==> src/rtl/lcd_pkg.sv <==
`default_nettype none
// +--------------------------------------------------------------------+
// | lcd_pkg : shared LCD constants, writer FSM encoding, RGB565 colours |
// | Rev 1.0                                                            |
// +--------------------------------------------------------------------+
package lcd_pkg;

    localparam int WORD_W = 9;
    localparam int DC_BIT = 8;

    // One-hot writer state encoding
    localparam logic [5:0] ST_IDLE  = 6'b000001;
    localparam logic [5:0] ST_SETUP = 6'b000010;
    localparam logic [5:0] ST_SHIFT = 6'b000100;
    localparam logic [5:0] ST_HOLD  = 6'b001000;
    localparam logic [5:0] ST_DONE  = 6'b010000;
    localparam logic [5:0] ST_GAP   = 6'b100000;

    typedef enum logic [5:0] {
        S_IDLE  = ST_IDLE,
        S_SETUP = ST_SETUP,
        S_SHIFT = ST_SHIFT,
        S_HOLD  = ST_HOLD,
        S_DONE  = ST_DONE,
        S_GAP   = ST_GAP
    } lcd_state_t;

    localparam logic [7:0] CMD_CASET = 8'h2A;
    localparam logic [7:0] CMD_RASET = 8'h2B;
    localparam logic [7:0] CMD_RAMWR = 8'h2C;

    localparam logic [15:0] RGB565_BLACK = 16'h0000;
    localparam logic [15:0] RGB565_WHITE = 16'hFFFF;
    localparam logic [15:0] RGB565_RED   = 16'hF800;
    localparam logic [15:0] RGB565_GREEN = 16'h07E0;
    localparam logic [15:0] RGB565_BLUE  = 16'h001F;

endpackage
`default_nettype wire

==> src/rtl/lcd_tick_gen.sv <==
`default_nettype none
// +--------------------------------------------------------------------+
// | lcd_tick_gen : one-cycle tick every CLK_DIV clocks, clearable      |
// | Rev 1.0                                                            |
// +--------------------------------------------------------------------+
module lcd_tick_gen #(
    parameter int CLK_DIV = 2
) (
    input  logic sys_clk,
    input  logic sys_rst_n,
    input  logic clr,
    output logic tick
);

    localparam int                 C_CNT_W = $clog2(CLK_DIV) + 1;
    localparam logic [C_CNT_W-1:0] C_LAST  = C_CNT_W'(CLK_DIV - 1);

    logic [C_CNT_W-1:0] r_cnt;

    assign tick = (r_cnt == C_LAST);

    always_ff @(posedge sys_clk) begin
        if (!sys_rst_n) begin
            r_cnt <= '0;
        end else if (clr || tick) begin
            r_cnt <= '0;
        end else begin
            r_cnt <= r_cnt + 1'b1;
        end
    end

endmodule
`default_nettype wire

==> src/rtl/lcd_spi_writer.sv <==
`default_nettype none
// +--------------------------------------------------------------------+
// | lcd_spi_writer : 9-bit {dc,byte} word to 4-wire SPI (mode 0, MSB)  |
// | Option LCD_SPI_CS_KEEP_EN holds cs_n low between streamed words.   |
// | Rev 1.0                                                            |
// +--------------------------------------------------------------------+
module lcd_spi_writer
    import lcd_pkg::*;
#(
    parameter int CLK_DIV  = 2,
    parameter int IDLE_GAP = 2
) (
    input  logic              sys_clk,
    input  logic              sys_rst_n,
    input  logic              en_write,
    input  logic [WORD_W-1:0] wr_data,
    output logic              wr_done,
    output logic              busy,
    output logic              lcd_cs_n,
    output logic              lcd_dc,
    output logic              lcd_scl,
    output logic              lcd_sda
);

    localparam int                 C_GAP_W    = $clog2(IDLE_GAP);
    localparam logic [C_GAP_W-1:0] C_GAP_LAST = C_GAP_W'(IDLE_GAP - 1);

    lcd_state_t         r_state;
    lcd_state_t         w_state_next;
    logic               w_tick;
    logic               w_tick_clr;
    logic               w_last_bit;
    logic [7:0]         r_shift;
    logic [2:0]         r_bit_cnt;
    logic               r_phase;
    logic               r_dc;
    logic [C_GAP_W-1:0] r_gap_cnt;

    lcd_tick_gen #(
        .CLK_DIV   (CLK_DIV)
    ) u_tick (
        .sys_clk   (sys_clk),
        .sys_rst_n (sys_rst_n),
        .clr       (w_tick_clr),
        .tick      (w_tick)
    );

    assign w_last_bit = (r_bit_cnt == 3'd7);
    assign lcd_dc     = r_dc;

`ifdef LCD_SPI_CS_KEEP_EN
    // Set when the requester still has data pending at word end
    logic r_keep;

    always_ff @(posedge sys_clk) begin
        if (!sys_rst_n) begin
            r_keep <= 1'b0;
        end else begin
            case (r_state)
                S_DONE:  r_keep <= en_write;
                S_IDLE:  if (!en_write) r_keep <= 1'b0;
                S_SETUP: r_keep <= 1'b0;
                default: ;
            endcase
        end
    end
`endif

    always_ff @(posedge sys_clk) begin
        if (!sys_rst_n) begin
            r_state <= S_IDLE;
        end else begin
            r_state <= w_state_next;
        end
    end

    always_comb begin
        w_state_next = r_state;
        w_tick_clr   = 1'b0;
        wr_done      = 1'b0;
        busy         = 1'b1;
        lcd_cs_n     = 1'b1;
        lcd_scl      = 1'b0;
        lcd_sda      = 1'b0;
        case (r_state)
            S_IDLE: begin
                busy = 1'b0;
`ifdef LCD_SPI_CS_KEEP_EN
                lcd_cs_n = ~r_keep;
`endif
                if (en_write) begin
                    w_state_next = S_SETUP;
                    w_tick_clr   = 1'b1;
                end
            end
            S_SETUP: begin
                lcd_cs_n = 1'b0;
                lcd_sda  = r_shift[7];
                if (w_tick) w_state_next = S_SHIFT;
            end
            S_SHIFT: begin
                lcd_cs_n = 1'b0;
                lcd_sda  = r_shift[7];
                lcd_scl  = r_phase;
                if (w_tick && r_phase && w_last_bit) w_state_next = S_HOLD;
            end
            S_HOLD: begin
                lcd_cs_n = 1'b0;
                lcd_sda  = r_shift[7];
                if (w_tick) w_state_next = S_DONE;
            end
            S_DONE: begin
                wr_done      = 1'b1;
`ifdef LCD_SPI_CS_KEEP_EN
                lcd_cs_n     = ~en_write;
`endif
                w_state_next = S_GAP;
            end
            S_GAP: begin
`ifdef LCD_SPI_CS_KEEP_EN
                lcd_cs_n = ~r_keep;
`endif
                if (r_gap_cnt == C_GAP_LAST) w_state_next = S_IDLE;
            end
            default: w_state_next = S_IDLE;
        endcase
    end

    // sda advances only when a high phase ends, so it is stable at each rising scl
    always_ff @(posedge sys_clk) begin
        if (!sys_rst_n) begin
            r_shift   <= '0;
            r_bit_cnt <= '0;
            r_phase   <= 1'b0;
            r_dc      <= 1'b0;
            r_gap_cnt <= '0;
        end else begin
            case (r_state)
                S_IDLE: begin
                    if (en_write) begin
                        r_shift   <= wr_data[7:0];
                        r_dc      <= wr_data[DC_BIT];
                        r_bit_cnt <= '0;
                        r_phase   <= 1'b0;
                    end
                end
                S_SHIFT: begin
                    if (w_tick) begin
                        r_phase <= ~r_phase;
                        if (r_phase && !w_last_bit) begin
                            r_bit_cnt <= r_bit_cnt + 3'd1;
                            r_shift   <= {r_shift[6:0], 1'b0};
                        end
                    end
                end
                S_DONE:  r_gap_cnt <= '0;
                S_GAP:   r_gap_cnt <= r_gap_cnt + 1'b1;
                default: ;
            endcase
        end
    end

endmodule
`default_nettype wire

==> config.mk <==
export PLATFORM = sky130hd
export DESIGN_NAME = lcd_spi_writer
export DESIGN_NICKNAME = d
export VERILOG_FILES = /design/src/rtl/lcd_pkg.sv /design/src/rtl/lcd_tick_gen.sv /design/src/rtl/lcd_spi_writer.sv
export SDC_FILE = /design/constraint.sdc
export NUM_CORES = 1
export LEC_CHECK = 0
export BUFFER_PORTS_ARGS = -buffer_cell sky130_fd_sc_hd__buf_4
export CORE_MARGIN = 2
export CORE_UTILIZATION = 56
export CTS_CLUSTER_SIZE = 40
export DETAILED_ROUTE_END_ITERATION = 16
export MAX_ROUTING_LAYER = met4
export PLACE_DENSITY = 0.75
export SLEW_MARGIN = 10
export SYNTH_ARGS = -nofsm -noshare
export SYNTH_HDL_FRONTEND = slang
export SYNTH_SLANG_ARGS = --single-unit
==> constraint.sdc <==
create_clock -name sys_clk -period 2 [get_ports sys_clk]
set_input_delay 0.1 -clock sys_clk [delete_from_list [all_inputs] [get_ports sys_clk]]
set_output_delay 0.1 -clock sys_clk [all_outputs]
set_load 0.05 [all_outputs]
==> results.ini <==
[sta]
post-route-min-period_ps = 1925
slew_violations = 0
max-slew-margin-rel_pct = 67.73
period_share_pct = 96.27
whs_ps = 31.47
fin_ws_ps = 74.53
worst_slew_pin_slew_ps = 480.4
rsz0062_at_grt = no
fmax_mhz = 519.4
setup_viol = 0
skew_ps = 15.30
final_hold_viol_count = 0

[critical_path]
required_ps = 2260
rr_endpoint = r_state[2]
cp-startpoint = r_state[0]
reg2reg_slack_ps = 70
start_kind = register
worstRegToRegCells = 4
crit_arrival_ps = 2180
worstPathMaxFanout = 7
cp_slowest_cell = or4_4
endpoint_kind = register
reg2reg_from = r_state[0]
path_cells = or4_4, or4b_4, o2111ai_4, mux2i_1
slowest_delay_ps = 590
worst-setup-path-type = register to register

[pwr]
power.total_mw = 1.512
power_density_nw_per_um2 = 997.3
clkPwrFrac_pct = 16.3
p_int_mw = 0.9342
leakagePower_nw = 0.6579
switching_share_pct = 38.23
power.switching_mw = 0.5781
power_frac_comb_pct = 45.7
p_seq_share_pct = 37.9
vdd_drop_max_uv = 531.5

[route]
drc = 0
via_count = 1137
drt-total-wl_mm = 2.705
drtAntennaViolNets = 0
wl_per_cell_um = 13.80
detail_route.vias_per_cell = 5.801
drt_pre_antenna_iters = 4
dr.first_iter.drc_count = 21

[placed_design]
portBuffers = 17
finalWeightedCongestion = 0.7591
place_hpwl_mm = 2.008
pre_cts_ws_ps = 124.4

[clocking]
clockRootBuffer = clkbuf_4
post-cts-setup-buffers = 0
hold_buffers = 0
clockBufferDepth = 2
h-tree-depth = 1
clock_latency_ps = 320
clock_sinks = 22
cts_buffers = 3
cts_tree = built
clk_pin_slew_worst_paths_ps = 130

[global_route]
antenna_found_initial = 0
grt_pass1_wl_mm = 4.526
grt_max_degree = 32
grt_pass1_vias = 1047
grt-ovfl-total = 0
grt_usage_pct = 22.28

[logic_synthesis]
synth_common_cells = dfxtp_1 (22), nand2_1 (18), mux2i_1 (13)
yosys.area.top_type_share_pct = 33.15
yosysMostFrequentCell = dfxtp_1
syn-cell-area_um2 = 1329
yosys.area.top_type = dfxtp_1
yosysSeqAreaShare_pct = 33.15
synth_nets = 167
ys_types = 37
ys_seq_elements = 22
synth_cells = 152
ys.flop_type = dfxtp_1
synth_area_per_cell_um2 = 8.742
synth_edf_count = 0
yosys_warnings = 0
async_reset_ff_share_pct = 0
synth_area_leaders = dfxtp_1 (33%), mux2i_1 (9.8%), nand2_1 (5.1%)

[layout]
syn2layout_area_growth_pct = 14.12
regArea_um2 = 441.7
nNetsFinal = 184
final_layout_size_suffix_gt1_share_pct = 23.21
multiInputGateArea_um2 = 800.8
nFillCells = 182
diodes = 0

[worst_hold_path]
hp-start = wr_data[8]
hold_end = lcd_dc
holdCritPathClass = input port to register
hold_path_depth = 3

[floorplanning]
die_area_um2 = 2778
fp.dieH_um = 52.71
placement_rows = 17
die_x_um = 52.71
floorplan.initialDensity_pct = 59.50
core_um2 = 2233
io_pins = 18

[run]
maxCapViolations = 0

[status]
outcome = complete, no violations

-- cell families (layout without fill, tap and decap cells) --
logic type	Yosys count	count (layout)	share of synthesized area, %
buffers and inverters	17	33	8.851
AND/OR/NAND/NOR	63	63	26.36
AO/OA/AOI/OAI	33	33	18.36
adder cells (fa/ha/maj)	3	3	2.825
multiplexers	13	13	9.792
XOR/XNOR	1	1	0.6593
flip-flops	22	22	33.14
-- worst max-delay path, delay by kind of cell, from the launching register on --
family | cells | cell delay, ps
mux | 1 | 210
compound gates | 1 | 120
flops | 1 | 410
simple gates | 2 | 1120
-- stage by stage --
step                      instance area [um2]  instances  util (%)  setup TNS, ps
after floorplan                          1344        152         -         -13.07
after global placement                   1466        192     65.66              0
after detailed placement                 1466        192     65.66              0
after CTS                                1511        196     67.68              0
after global routing                     1516        196     67.90              0
final                                    1516        196     67.90              0
-- worst max-delay path by stage --
| stage | to | slack [ps] | depth (start not counted) |
|---|---|---|---|
| finish | r_state[2] | 70 | 4 |
| global placement | r_state[2] | 190 | 4 |
| CTS | r_state[2] | 80 | 4 |
| floorplan | r_state[5] | -10 | 4 |
| detailed placement | r_state[2] | 120 | 4 |
| global route | r_bit_cnt[2] | 10 | 5 |
-- timing repair --
item,4_1_cts,5_1_grt
endpoints found under the setup margin,1,1
pin swaps,0,1
gates resized for setup,1,2
-- cell usage in the layout, fill, tap and decap left out, drive strengths merged --
master / instances
a21boi: 8
a21oi: 3
a31o: 1
a32o: 1
and2: 3
and2b: 2
and3: 10
buf: 24
clkbuf: 4
dfxtp: 22
ha: 3
inv: 5
mux2i: 13
nand2: 18
nand3: 5
nand4: 1
nor2: 6
nor2b: 5
nor3: 4
nor3b: 1
nor4: 4
o2111a: 1
o2111ai: 1
o211ai: 4
o21ai: 12
o22ai: 1
o311ai: 1
or3: 2
or4: 1
or4b: 1
xor2: 1
-- sequential cells by signal (all words and copies together), names as in the netlist --
name	flops
r_state	6
r_shift	8
lcd_dc	1
r_gap_cnt	1
u_tick.r_cnt	2
r_phase	1
r_bit_cnt	3
-- cell type report --
| cell class | count | share of cell area (%) |
|---|---|---|
| inverters | 5 | 1.238 |
| flip-flops and latches | 22 | 29.13 |
| multi-input cells | 113 | 52.81 |
| repair buffers | 24 | 12.13 |
| clock buffers | 4 | 2.393 |
| well taps | 28 | 2.310 |
-- routing by layer --
metal | part of all wire (%) | up-vias | wire length (um) | GRT usage [%]
li1 | - | 574 | - | -
met1 | 48 | 540 | 1289 | 26.73
met2 | 48 | 18 | 1309 | 37.92
met3 | 2.2 | 5 | 59 | 3.429
met4 | 1.7 | 0 | 46 | 7.692
met5 | 0 | - | 0 | -
-- power groups by stage --
stage          logic, mW  clock network [mW]  registers, mW
3_5_place_dp       0.672                   0          0.580
6_report           0.691               0.247          0.574
3_3_place_gp       0.658                   0          0.573
2_1_floorplan      0.504                   0          0.572
5_1_grt            0.740               0.272          0.584
4_1_cts            0.682               0.257          0.573
(Power assumes the default switching activity.)
